`src/rtl/seven_seg_mux.sv`:
```
// Time-multiplexed hex driver for NUM_DIGITS seven-segment digits.
// Double-buffered display value commits at frame boundaries; per-slot anode guard suppresses ghosting.
module seven_seg_mux #(
    parameter int NUM_DIGITS  = 4,
    parameter int REFRESH_DIV = 50000,
    parameter int GUARD       = 16,
    parameter int SEG_ACT_LOW = 0,
    parameter int AN_ACT_LOW  = 0
) (
    input  logic                    clk,
    input  logic                    rst,
    input  logic                    load,
    input  logic [4*NUM_DIGITS-1:0] value,
    input  logic [NUM_DIGITS-1:0]   blank_mask,
    input  logic                    lz_blank,
    output logic [6:0]              seg,
    output logic [NUM_DIGITS-1:0]   an,
    output logic                    frame_tick,
    output logic                    pending
);

    localparam int DIV_W = $clog2(REFRESH_DIV);
    localparam int IDX_W = (NUM_DIGITS > 1) ? $clog2(NUM_DIGITS) : 1;
    localparam logic [DIV_W-1:0]      DIV_LAST = DIV_W'(REFRESH_DIV - 1);
    localparam logic [IDX_W-1:0]      IDX_LAST = IDX_W'(NUM_DIGITS - 1);
    // XOR-ing an active-high pattern with the "off" level yields the pin polarity.
    localparam logic [6:0]            SEG_OFF  = (SEG_ACT_LOW != 0) ? 7'h7F : 7'h00;
    localparam logic [NUM_DIGITS-1:0] AN_OFF   = (AN_ACT_LOW != 0) ? '1 : '0;

    logic [DIV_W-1:0]        div;
    logic [IDX_W-1:0]        idx;
    logic [4*NUM_DIGITS-1:0] disp_value, shadow_value;
    logic [NUM_DIGITS-1:0]   disp_mask, shadow_mask;
    logic                    disp_lz, shadow_lz;
    logic                    boundary;
    logic [3:0]              nib;
    logic                    masked, upper_zero, dark, lit;
    logic [NUM_DIGITS-1:0]   an_n;
    logic [6:0]              seg_n;

    function automatic logic [6:0] hex_font(input logic [3:0] n);
        logic [6:0] f;
        case (n)
            4'h0: f = 7'h7E;
            4'h1: f = 7'h30;
            4'h2: f = 7'h6D;
            4'h3: f = 7'h79;
            4'h4: f = 7'h33;
            4'h5: f = 7'h5B;
            4'h6: f = 7'h5F;
            4'h7: f = 7'h70;
            4'h8: f = 7'h7F;
            4'h9: f = 7'h7B;
            4'hA: f = 7'h77;
            4'hB: f = 7'h1F;
            4'hC: f = 7'h4E;
            4'hD: f = 7'h3D;
            4'hE: f = 7'h4F;
            default: f = 7'h47;
        endcase
        return f;
    endfunction

    assign boundary = (div == DIV_LAST) && (idx == IDX_LAST);

    always_comb begin
        nib        = '0;
        masked     = 1'b0;
        upper_zero = 1'b1;
        an_n       = '0;
        for (int i = 0; i < NUM_DIGITS; i++) begin
            if (IDX_W'(i) == idx) begin
                nib     = disp_value[4*i +: 4];
                masked  = disp_mask[i];
                an_n[i] = 1'b1;
            end
            if (i >= int'(idx) && disp_value[4*i +: 4] != 4'h0)
                upper_zero = 1'b0;
        end
        // Digit 0 is exempt so an all-zero value still reads "0".
        dark  = masked || (disp_lz && idx != '0 && upper_zero);
        lit   = (int'(div) >= GUARD) && !dark;
        seg_n = lit ? hex_font(nib) : 7'h00;
        if (!lit)
            an_n = '0;
    end

    always_ff @(posedge clk) begin
        if (rst) begin
            div        <= '0;
            idx        <= '0;
            disp_value <= '0;
            disp_mask  <= '0;
            disp_lz    <= 1'b0;
            pending    <= 1'b0;
            frame_tick <= 1'b0;
            seg        <= SEG_OFF;
            an         <= AN_OFF;
        end else begin
            div <= (div == DIV_LAST) ? '0 : div + 1'b1;
            if (div == DIV_LAST)
                idx <= (idx == IDX_LAST) ? '0 : idx + 1'b1;
            frame_tick <= boundary;
            seg        <= seg_n ^ SEG_OFF;
            an         <= an_n ^ AN_OFF;
            // A load on the boundary bypasses the shadow so it is seen in the very next frame.
            if (load && boundary) begin
                disp_value <= value;
                disp_mask  <= blank_mask;
                disp_lz    <= lz_blank;
                pending    <= 1'b0;
            end else if (load) begin
                pending <= 1'b1;
            end else if (boundary && pending) begin
                disp_value <= shadow_value;
                disp_mask  <= shadow_mask;
                disp_lz    <= shadow_lz;
                pending    <= 1'b0;
            end
        end
    end

    // Shadow content is only consumed while pending is set, so it needs no reset.
    always_ff @(posedge clk) begin
        if (load) begin
            shadow_value <= value;
            shadow_mask  <= blank_mask;
            shadow_lz    <= lz_blank;
        end
    end

endmodule

```
`config.mk`:
```
export PLATFORM = sky130hd
export DESIGN_NAME = seven_seg_mux
export DESIGN_NICKNAME = d
export VERILOG_FILES = /design/src/rtl/seven_seg_mux.sv
export SDC_FILE = /design/constraint.sdc
export NUM_CORES = 1
export LEC_CHECK = 0
export ABC_AREA = 0
export CAP_MARGIN = 20
export CORE_AREA = 2 2 79 81
export CTS_BUF_LIST = sky130_fd_sc_hd__clkbuf_2 sky130_fd_sc_hd__clkbuf_4 sky130_fd_sc_hd__clkbuf_8
export DETAILED_ROUTE_END_ITERATION = 8
export DIE_AREA = 0 0 81 83
export HOLD_SLACK_MARGIN = 0.06
export PLACE_DENSITY = 0.82
export SETUP_SLACK_MARGIN = 0.15
export SLEW_MARGIN = 20
export SYNTH_ARGS = -nofsm -noshare
export SYNTH_HDL_FRONTEND = slang
export SYNTH_SLANG_ARGS = --single-unit
```
`constraint.sdc`:
```
create_clock -name clk -period 3.35 [get_ports clk]
set_input_delay 0.67 -clock clk [delete_from_list [all_inputs] [get_ports clk]]
set_output_delay 0.67 -clock clk [all_outputs]
set_load 0.02 [all_outputs]
```
## Word level (Yosys, flattened, before mapping)

Memories as Yosys holds them, arrays and structs flattened. A register that Yosys moved wholly into a read port is not among the register bits.
Cells that the tools add are included.

| word-level totals | value |
|---|---|
| output and inout bits | 13 |
| register bits after elaboration | 66 |
| latch bits | 0 |
| memories kept | 1 |
| bits in writable memories | 0 |
| input bits | 24 |
| bits in read-only memories | 112 |
| word-level logic and storage cells | 76 |

| cells by class | value |
|---|---|
| bitwise logic cells | 1 |
| shift-type cells | 0 |
| $lt $le $gt $ge | 4 |
| add/sub/neg operators | 2 |
| equal/unequal tests | 6 |
| multipliers | 0 |
| reductions and logical operators | 23 |
| muxes and demuxes | 28 |
| divide/modulo/power cells | 0 |

Memories:

| memory | depth | bits a word | read ports | clocked after Yosys merged registers in | write ports | line | source |
|---|---|---|---|---|---|---|---|
| (name not given) | 16 | 7 | 1 | 1 | 0 | 43 | `case (n)` |

Operators by type and width:

| kind | number |
|---|---|
| $mux 16 | 3 |
| $mux 4 | 7 |
| $mux 1 | 17 |
| $add 16x1->16 const B | 1 |
| $eq 16x16->1 const B | 1 |
| $ge 16x5->1 const B | 1 |
| $reduce_bool 4->1 | 4 |
| $logic_and 1x1->1 | 9 |
| $reduce_bool 2->1 | 3 |
| $reduce_or 2->1 | 3 |
| $eq 2x2->1 const A | 2 |
| $ge 1x2->1 const A | 2 |
| $add 2x1->2 const B | 1 |
| $eq 1x2->1 const A | 1 |
| $eq 2x2->1 const B | 1 |
| $ge 2x2->1 const A | 1 |
| $logic_not 2->1 | 1 |
| $mux 2 | 1 |
| $ne 2x1->1 const B | 1 |
| $reduce_and 2->1 | 1 |
| $logic_not 1->1 | 1 |
| $logic_or 1x1->1 | 1 |
| $not 1->1 | 1 |

## Longest topological paths before layout

Gate-level depths: netlist of run 1.

| logic depth | value |
|---|---|
| word-level depth | 12 |
| gate-level depth with buffers | 11 |
| mapped depth without buffers | 10 |

## Worst setup path after synthesis of run 1

OpenSTA, ideal clock, no wires.

| timing path | value |
|---|---|
| path type | reg2reg |
| from | register idx[1] |
| to | register seg[0] |
| path buffers | 1 |
| arrival | 2396 ps |
| setup time | 86 ps |
| period minus slack after synthesis | 2482 ps |
| path slack | 868 ps |
| data required time | 3264 ps |
| stages on the path, launching flop included | 10 |
| path through | dfxtp_1 -> inv_1 -> ha_1 -> buf_2 -> nand3b_1 -> a221oi_1 -> inv_1 -> ha_1 -> mux2_2 -> a211oi_1 |

| on the way | value |
|---|---|
| longest elaborated chain between the ends | 12 |
| elaborated cells on any way between the ends | 30 |
| those cells by class | order compare: 3; eq/ne: 3; mux: 12; bitwise: 1; reduce/logical: 11 |

RTL lines:

| item | line | source |
|---|---|---|
| start, declared | 31 | `logic [IDX_W-1:0] idx;` |
| start signal, assigned | 102 | `idx <= (idx == IDX_LAST) ? '0 : idx + 1'b1;` |
| $ge 1x2->1 | 77 | `if (i >= int'(idx) && disp_value[4*i +: 4] != 4'h0)` |
| $logic_and 1x1->1 | 77 |  |
| $mux 1 (4 in a row) | 77 |  |
| $logic_and 1x1->1 | 81 | `dark = masked \|\| (disp_lz && idx != '0 && upper_zero);` |
| $logic_or 1x1->1 | 81 |  |
| $logic_not 1->1 | 82 | `lit = (int'(div) >= GUARD) && !dark;` |
| $logic_and 1x1->1 | 82 |  |
| $not 1->1 (no line) | n/a |  |
| $reduce_or 2->1 (no line) | n/a |  |
| end, declared | 16 | `output logic [6:0] seg,` |

Parallel ways exist; a longest one is shown, timed or not.
A chain may end at the register's enable or synchronous reset.

## Worst setup path in the final report of run 1

Same ends and word-level chain as after synthesis.

==> results of run 1 <==
[sequential cells by signal, indices dropped and copies added, names as in the netlist]
register	count
shadow_mask	4
idx	2
div	16
pending	1
disp_lz	1
an	4
shadow_value	16
disp_mask	4
disp_value	16
frame_tick	1
seg	7
shadow_lz	1
[power groups by stage]
stage,logic (mW),clock network (mW),registers [mW]
final,0.0865,0.780,0.945
after detailed placement,0.0873,0,0.965
after CTS,0.0881,0.798,0.945
after global placement,0.0849,0,0.964
after global routing,0.0962,0.839,0.946
after floorplan,0.0413,0,0.962
[cell families (layout without fill, tap and decap cells)]
group | Yosys count | count (layout)
buffers and inverters | 32 | 73
adders and majority gates | 14 | 14
AOI/OAI and AO/OA | 68 | 68
DFF | 73 | 73
xor gates and xnor gates | 14 | 14
muxes | 8 | 8
and+or+nand+nor | 88 | 88
[synthesized netlist by cell type (2+ instances only)]
| master | n | share of area |
|---|---|---|
| o2bb2ai_2 | 20 | 0.090 |
| buf_6 | 2 | 0.0068 |
| dfxtp_1 | 52 | 0.31 |
| nor3b_1 | 3 | 0.0068 |
| nand2_1 | 11 | 0.012 |
| nor3_1 | 4 | 0.0060 |
| xor2_1 | 6 | 0.016 |
| and3_1 | 3 | 0.0056 |
| a21oi_1 | 4 | 0.0060 |
| nand3b_1 | 3 | 0.0068 |
| buf_2 | 4 | 0.0060 |
| o21ai_0 | 4 | 0.0060 |
| buf_4 | 3 | 0.0068 |
| clkbuf_1 | 6 | 0.0068 |
| a221oi_4 | 2 | 0.016 |
| o211ai_1 | 2 | 0.0045 |
| a22oi_1 | 21 | 0.047 |
| mux2_2 | 2 | 0.0068 |
| xnor2_1 | 8 | 0.021 |
| nor4_1 | 9 | 0.017 |
| inv_1 | 17 | 0.019 |
| edfxtp_1 | 21 | 0.19 |
| nand4_1 | 2 | 0.0038 |
| nand3_1 | 9 | 0.014 |
| ha_1 | 14 | 0.053 |
| nand2b_1 | 2 | 0.0038 |
| a211oi_1 | 7 | 0.016 |
| mux2i_1 | 6 | 0.018 |
| nor2b_1 | 2 | 0.0038 |
| nor2_1 | 34 | 0.038 |
[stage by stage]
step	instances	setup WS [ps]	area [µm²]	hold WS, ps	utilization
floorplan	297	868.0	3328	432.2	-
global placement	397	930.7	3727	452.7	0.6409
detailed placement	397	771.7	3727	464.7	0.6409
CTS	413	749.7	3959	481.5	0.6807
global route	413	417.5	3959	490.2	0.6807
finish	413	763.1	3959	481.0	0.6807
[worst paths after layout]
| path | startpoint | endpoint | slack (ps) |
|---|---|---|---|
| worst max-delay path | idx[1] | seg[0] | 760 |
| worst min-delay path | div[0] | div[0] | 480 |
| worst max register to register | idx[1] | seg[0] | 760 |
| worst min register to register | div[0] | div[0] | 480 |
[cell type report]
type,instances,area (µm²)
Fill cell,460,1857
Sequential cell,73,1672
Multi-Input combinational cell,192,1508
Timing Repair Buffer,40,390.4
Clock buffer,13,166.4
Tap cell,75,93.84
Clock inverter,3,65.06
Inverter,17,63.81
[per-layer routing]
metal  routed length [µm]  up-vias  global-route usage
li1                     -     1153                   -
met2                 3181       24              0.3441
met1                 2796     1082              0.2467
met5                    0        -                   0
met4                   91        0             0.08320
met3                  179        8             0.04565
==> impl_metrics.json, run 1 <==
{
  "seqPwrFrac": 0.522,
  "netlist_instances": 297,
  "die_w_um": 81,
  "rr_worst_depth": 9,
  "worstPathArrival_ps": 2840,
  "fin_crit_ps": 2587,
  "crit_path_start_kind": "flip-flop",
  "h-tree-depth": 3,
  "worst_setup_path_end_kind": "flip-flop",
  "final_common_cell": "dfxtp_1",
  "worst_pin_slew_ps": 710.2,
  "place.gp.congestion": 0.9158,
  "synth-async-reset-ratio": 0,
  "synth_ff_type": "dfxtp_1",
  "slew_viol_final": 0,
  "setup-tns-final_ps": 0,
  "yosys_warnings": 0,
  "max_slew_margin": 0.5256,
  "start_util": 0.5723,
  "postCtsSetupRepairBufs": 0,
  "antenna_found_initial": 0,
  "syn_to_final_growth_pct": 18.95,
  "synthMuxAreaShare": 0.02481,
  "critPathBufInv": 2,
  "cts_sinks": 73,
  "fin_skew_ps": 9.668,
  "vdd_ir_drop_max_uv": 319.3,
  "power_density_nw_per_um2": 457.6,
  "drc_errors": 0,
  "p_sw_frac": 0.1983,
  "mostFrequentLayoutCells": "52 x dfxtp_1, 36 x clkdlybuf4s50_1, 33 x nor2_1, 21 x a22oi_1, 21 x edfxtp_1",
  "post-route-period-util": 0.7722,
  "synthSimpleGateAreaFrac": 0.1331,
  "drtPass1Iterations": 5,
  "cts_resized": 0,
  "vias": 2267,
  "synth_top_family_by_area": "compound AO/OA/AOI/OAI gates",
  "avgSynthCellArea_um2": 11.21,
  "synth_edf_count": 21,
  "grt_usage": 0.2038,
  "path_depth": 9,
  "nets": 371,
  "wl_mm": 6.248,
  "core_region_area_um2": 5816,
  "rsz0062_at_grt": "no",
  "p_int_mw": 1.452,
  "num_rows": 28,
  "switchingPower_mw": 0.3593,
  "drive_above_1_share": 0.1479,
  "hold_class": "flip-flop to flip-flop",
  "synth.ff_latch_count": 73,
  "clkPwrFrac": 0.430,
  "synth_xor_area_frac": 0.03684,
  "cts.clk_slew.worst_paths_ps": 70,
  "setup_viol": 0,
  "timing.final.hold_violations": 0,
  "crit_chain": "inv_1 -> ha_1 -> nand2_1 -> o21ai_0 -> o31ai_1 -> inv_1 -> ha_1 -> mux2_2 -> a211oi_1",
  "routed_via_density": 5.489,
  "clock_latency_ps": 340,
  "power_leakage_nw": 1.386,
  "synthAdderAreaFrac": 0.05263,
  "finalPower_mw": 1.811,
  "status": "completed",
  "comb_power_share": 0.048,
  "grt_max_degree": 40,
  "insertedDiodeCount": 0,
  "maxCapViolCount": 0,
  "netlist_area_um2": 3328,
  "hpwlAfterDp_mm": 4.467,
  "clk_path_buf_depth": 2,
  "crit_path_top_delay_cell": "o31ai_1",
  "grt-ovfl-total": 0,
  "cts_buffers": 9,
  "cts_tree": "done",
  "dieHeight_um": 83,
  "num_io_pins": 37,
  "drt_iter0_markers": 129,
  "crit_family": "compound AO/OA/AOI/OAI gates",
  "dieArea_um2": 6723,
  "grt_pass1_wl_mm": 10.57,
  "criticalPathCategory": "flip-flop to flip-flop",
  "cts_hold_buffers": 0,
  "path_max_fanout": 11,
  "syn-num-nets": 335,
  "slowest_delay_ps": 530,
  "synth_compound_area_frac": 0.2049,
  "synth-seq-area-share": 0.5023,
  "cts-root-buf": "clkbuf_8",
  "holdPathStages": 1,
  "cp.required_ps": 3610,
  "wire_per_inst_um": 15.13,
  "grt_pass1_vias": 2205,
  "synthDistinctLibCells": 44,
  "numPortBuffers": 36,
  "ant_nets": 0,
  "clock.fmax_mhz": 386.6
}
No activity file was read; power rests on OpenSTA's default activity.
==> inputs of run 2 (changes only) <==
==> constraint.sdc (replaced) <==
create_clock -name clk -period 2.6 [get_ports clk]
set_input_delay 0.52 -clock clk [delete_from_list [all_inputs] [get_ports clk]]
set_output_delay 0.52 -clock clk [all_outputs]
set_load 0.02 [all_outputs]
==> run 2 against run 1 <==
  * Clock power down 4.2%
  * Final cell count up 0.97%
  * Power up 15%
  * Wire length up 2.5%
  * Clock-buffer cell count down 3
  * Via count up 3.7%
  * Die area unchanged
  * Critical path depth down 1
  * Sequential power up 29%
  * Critical path type unchanged
  * Critical endpoint is now seg[1]
  * Largest power group unchanged
==> impl_metrics.json, run 2 (synthesis gave the netlist of run 1 again) <==
{
  "hold-worst-slack_ps": 481.4,
  "hpwlAfterDp_mm": 4.478,
  "worst_pin_slew_ps": 731.1,
  "mostFrequentLayoutCells": "50 x dfxtp_1, 36 x clkdlybuf4s50_1, 33 x nor2_1, 21 x a22oi_1, 21 x edfxtp_1",
  "cp.required_ps": 2860,
  "numPortBuffers": 36,
  "setup-tns-final_ps": 0,
  "ant_nets": 0,
  "post-route-period-util": 0.8618,
  "grt_pass1_vias": 2301,
  "fin_crit_ps": 2241,
  "finalPower_mw": 2.079,
  "final_common_cell": "dfxtp_1",
  "cts_buffers": 9,
  "clock.fmax_mhz": 446.3,
  "clk_path_buf_depth": 2,
  "nets": 375,
  "place.gp.congestion": 0.8990,
  "drc_errors": 0,
  "multi_input_area_um2": 1526,
  "syn_to_final_growth_pct": 18.53,
  "fin_cells": 417,
  "drtPass1Iterations": 4,
  "rsz0062_at_grt": "no",
  "drive_above_1_share": 0.1725,
  "num_rows": 28,
  "wire_per_inst_um": 15.36,
  "num_io_pins": 37,
  "grt-ovfl-total": 0,
  "regArea_um2": 1674,
  "worst_setup_path_end_kind": "flip-flop",
  "cts_tree": "done",
  "vias": 2352,
  "core_region_area_um2": 5816,
  "power_density_nw_per_um2": 527.0,
  "hold_class": "flip-flop to flip-flop",
  "routed_via_density": 5.640,
  "grt_max_degree": 41,
  "die_w_um": 81,
  "criticalPathCategory": "flip-flop to flip-flop",
  "cts-root-buf": "clkbuf_8",
  "placedCellCount": 400,
  "power_leakage_nw": 1.360,
  "crit_path_start_kind": "flip-flop",
  "fillCellCount": 434,
  "insertedDiodeCount": 0,
  "grt_usage": 0.2005,
  "cts.clk_slew.worst_paths_ps": 80,
  "start_util": 0.5723,
  "maxCapViolCount": 0,
  "max_slew_margin": 0.5116,
  "timing.final.hold_violations": 0,
  "wl_mm": 6.405,
  "clock_latency_ps": 350,
  "setup_viol": 0,
  "drt_iter0_markers": 109,
  "top_regs": "disp_value: 16 flops, div: 16 flops, shadow_value: 16 flops",
  "grt_pass1_wl_mm": 10.45,
  "cts_sinks": 73,
  "vdd_ir_drop_max_uv": 414.0,
  "slew_viol_final": 0,
  "worstPathArrival_ps": 2500,
  "dieHeight_um": 83,
  "h-tree-depth": 3,
  "path_max_fanout": 9,
  "dieArea_um2": 6723,
  "status": "completed",
  "antenna_found_initial": 0,
  "fin_skew_ps": 10.15
}
[run 2: cell types whose count changed in the layout (fill, tap and decap cells not counted), moves of 2 or more]
cell,previous run,this run
buf_4,4,8
clkbuf_8,11,9
dfxtp_2,0,2
clkinvlp_4,0,3
ha_1,14,11
ha_2,0,3
bufinv_16,2,0
dfxtp_1,52,50
clkinv_1,0,2
[run 2: metal layers]
| metal | part of all wire | global-route usage | vias to the layer above | wire, µm |
|---|---|---|---|---|
| met4 | 0.016 | 0.07088 | 0 | 102 |
| met3 | 0.037 | 0.06522 | 12 | 237 |
| met2 | 0.50 | 0.3426 | 39 | 3232 |
| met1 | 0.44 | 0.2312 | 1132 | 2833 |
| li1 | - | - | 1169 | - |
| met5 | 0 | 0 | - | 0 |
[run 2: repair_timing]
action,CTS,global route
pin swaps,0,1
resized for setup,1,5
buffers inserted,0,1
setup endpoints to repair,2,6
hold buffers,0,0
[run 2: area by class of cell]
| type | instances | share of cell area |
|---|---|---|
| sequential | 73 | 0.4244 |
| multi-input combinational | 192 | 0.3869 |
| timing repair buffer | 44 | 0.1066 |
| clock buffer | 10 | 0.03330 |
| tap | 75 | 0.02379 |
| inverter | 17 | 0.01618 |
| clock inverter | 6 | 0.008880 |
[run 2: path summary, 6_finish.rpt]
path | start | end | slack (ps) | cells past startpoint
worst min-delay path | disp_value[1] | disp_value[1] | 480 | 1
worst max register to register | idx[0] | seg[1] | 360 | 8
worst max-delay path | idx[0] | seg[1] | 360 | 8
worst min register to register | disp_value[1] | disp_value[1] | 480 | 1
[run 2: stage by stage]
step                instance area [µm²]  setup WS, ps    util
global placement                   3756         257.6  0.6459
CTS                                3928         250.2  0.6753
detailed placement                 3756         106.2  0.6459
floorplan                          3334         311.0       -
finish                             3945         359.2  0.6784
global route                       3945         201.3  0.6784
[run 2: power by group]
| part | total, mW | switching, mW | internal [mW] |
|---|---|---|---|
| clock network | 0.747 | 0.399 | 0.348 |
| logic | 0.114 | 0.0586 | 0.0555 |
| registers | 1.22 | 0.0146 | 1.20 |
[run 2: worst max-delay path: stages (launching register included)]
cell and delay [ps]:
dfxtp_2 380, inv_1 90, ha_1 310, a211oi_1 360, a221oi_2 110, buf_4 170, ha_1 240, mux2_2 270
a211oi_1 210
==> inputs of run 3 (changes only) <==
--- a/config.mk
+++ b/config.mk
@@ -13,7 +13,6 @@
 export DIE_AREA = 0 0 81 83
 export HOLD_SLACK_MARGIN = 0.06
 export PLACE_DENSITY = 0.82
-export SETUP_SLACK_MARGIN = 0.15
 export SLEW_MARGIN = 20
 export SYNTH_ARGS = -nofsm -noshare
 export SYNTH_HDL_FRONTEND = slang
==> run 3 against run 2 <==
  * Global-route usage is 0.18 points lower
  * Sequential share of layout area fell by 0.28 points
  * Register-to-register slack got worse by 140 ps
  * Combinational power hardly changed
  * First-iteration DRC count increased by 36%
  * Worst setup slack worse by 140 ps
  * Flip-flop and latch count is the same
  * Hold slack got worse by 6.5 ps
  * Clock power up 19%
  * Via count shrank 1.6%
  * Clock-buffer cell count grew 1
  * Critical path type unchanged
  * Critical endpoint is now seg[0]
  * Largest power group unchanged
  * Highest routed layer unchanged
==> impl_metrics.json, run 3 (synthesis gave the netlist of run 1 again) <==
{
  "cts_sinks": 73,
  "power_density_nw_per_um2": 559.9,
  "h-tree-depth": 3,
  "max_slew_margin": 0.5093,
  "cp.required_ps": 2850,
  "critPathCapture": "seg[0]",
  "seqPwrFrac": 0.549,
  "clock_latency_ps": 340,
  "wire_per_inst_um": 15.14,
  "clock.fmax_mhz": 420.0,
  "worst_setup_path_end_kind": "flip-flop",
  "slew_viol_final": 0,
  "crit_path_top_delay_cell": "ha_1",
  "vias": 2315,
  "hpwlAfterDp_mm": 4.555,
  "dieArea_um2": 6723,
  "criticalPathCategory": "flip-flop to flip-flop",
  "rr_worst_depth": 7,
  "timing.final.hold_violations": 0,
  "grt-ovfl-total": 0,
  "insertedDiodeCount": 0,
  "grt_max_degree": 44,
  "grt_pass1_vias": 2163,
  "cts_buffers": 9,
  "clkPwrFrac": 0.400,
  "crit_start": "idx[1]",
  "cts.clk_slew.worst_paths_ps": 70,
  "power_leakage_nw": 1.383,
  "slowest_delay_ps": 550,
  "place.gp.congestion": 0.8707,
  "num_rows": 28,
  "setup-tns-final_ps": 0,
  "vdd_ir_drop_max_uv": 368.6,
  "routed_via_density": 5.565,
  "maxCapViolCount": 0,
  "post-route-period-util": 0.9157,
  "antenna_found_initial": 0,
  "num_io_pins": 37,
  "clk_path_buf_depth": 2,
  "crit_path_start_kind": "flip-flop",
  "final_common_cell": "dfxtp_1",
  "wl_mm": 6.298,
  "path_max_fanout": 13,
  "grt_usage": 0.1987,
  "drt_iter0_markers": 148,
  "worstPathArrival_ps": 2640,
  "fin_skew_ps": 8.603,
  "fin_crit_ps": 2381,
  "top_regs": "disp_value: 16 flops, div: 16 flops, shadow_value: 16 flops",
  "syn_to_final_growth_pct": 19.14,
  "p_int_mw": 1.749,
  "die_w_um": 81,
  "r2r_start": "idx[1]",
  "mostFrequentLayoutCells": "52 x dfxtp_1, 36 x clkdlybuf4s50_1, 33 x nor2_1, 21 x a22oi_1, 21 x edfxtp_1",
  "fillCellCount": 451,
  "cts_hold_buffers": 0,
  "multi_input_area_um2": 1518,
  "core_region_area_um2": 5816,
  "drtPass1Iterations": 4,
  "drc_errors": 0,
  "p_sw_frac": 0.2124,
  "hold_class": "flip-flop to flip-flop",
  "cts-root-buf": "clkbuf_8",
  "r2r_end": "seg[0]",
  "crit_chain": "ha_1 -> a211oi_1 -> a221oi_1 -> inv_1 -> ha_1 -> mux2_2 -> a211oi_1",
  "rsz0062_at_grt": "no",
  "numPortBuffers": 36,
  "nets": 374,
  "status": "completed",
  "setup_viol": 0,
  "start_util": 0.5723,
  "grt_pass1_wl_mm": 10.29,
  "comb_power_share": 0.051,
  "ff2ff_setup_slack_ps": 220,
  "cts_tree": "done",
  "fin_util": 0.6818,
  "dieHeight_um": 83,
  "regArea_um2": 1672,
  "ant_nets": 0,
  "switchingPower_mw": 0.4715,
  "worst_pin_slew_ps": 734.3,
  "drive_above_1_share": 0.1554
}
==> run 3: cell types whose count changed in the layout (fill, tap and decap cells not counted) <==
cell,change
bufinv_16,+1
clkbuf_4,-1
clkinvlp_4,-1
ha_2,-3
buf_4,-1
a221oi_1,+1
ha_1,+3
clkbuf_8,+2
a221oi_2,-1
dfxtp_1,+2
nor2_4,+1
nor2_2,-1
clkinv_1,-1
dfxtp_2,-2
==> run 3: cell type report <==
class / count / area share
Sequential cell: 73 / 0.4216
Inverter: 17 / 0.01609
Clock buffer: 11 / 0.03818
Clock inverter: 5 / 0.01357
Timing Repair Buffer: 43 / 0.1041
Tap cell: 75 / 0.02367
Multi-Input combinational cell: 192 / 0.3828
==> run 3: metrics by stage <==
stage / worst slack (ps) / cells / area (µm²) / hold slack, ps / power, mW
floorplan: 118.0 / 297 / 3328 / 432.2 / 1.293
global placement: 278.9 / 400 / 3750 / 453.6 / 1.352
detailed placement: 220.8 / 400 / 3755 / 456.3 / 1.356
finish: 219.2 / 416 / 3965 / 474.9 / 2.220
global route: 6.291 / 416 / 3965 / 490.4 / 2.313
CTS: 168.9 / 416 / 3960 / 477.6 / 2.244
==> run 3: repair_timing <==
item / in CTS / in global routing
buffers inserted: 0 / 0
resized for setup: 0 / 1
endpoints found under the setup margin: 0 / 1
==> run 3: routing by layer <==
metal,vias to the layer above,part of all wire,GRT usage
met1,1104,0.44,0.2474
li1,1164,-,-
met2,40,0.51,0.3231
met4,0,0.015,0.07550
met5,-,0,0
met3,7,0.036,0.05652
==> run 3: power groups by stage <==
stage	Clock [mW]	Sequential (mW)	Combinational [mW]
after floorplan	0	1.24	0.0533
after global placement	0	1.24	0.110
after detailed placement	0	1.24	0.113
after CTS	0.912	1.22	0.114
after global routing	0.967	1.22	0.125
final	0.889	1.22	0.113
==> run 3: how the worst min path moves through the flow <==
stage / to / startpoint / slack (ps) / depth (start not counted)
2_1_floorplan: disp_mask[0] / disp_mask[0] / 430 / 1
3_3_place_gp: disp_mask[0] / disp_mask[0] / 450 / 1
3_5_place_dp: disp_mask[0] / disp_mask[0] / 460 / 1
4_1_cts: disp_mask[0] / disp_mask[0] / 480 / 1
5_1_grt: disp_mask[2] / disp_mask[2] / 490 / 1
6_report: disp_mask[0] / disp_mask[0] / 470 / 1
==> run 3: worst max-delay path: cells and delay by family (launching register included) <==
| family | cells | cell delay (ps) |
|---|---|---|
| AOI/OAI and AO/OA | 3 | 670 |
| buffers and inverters | 1 | 150 |
| muxes | 1 | 260 |
| DFF | 1 | 430 |
| adders and majority gates | 2 | 790 |
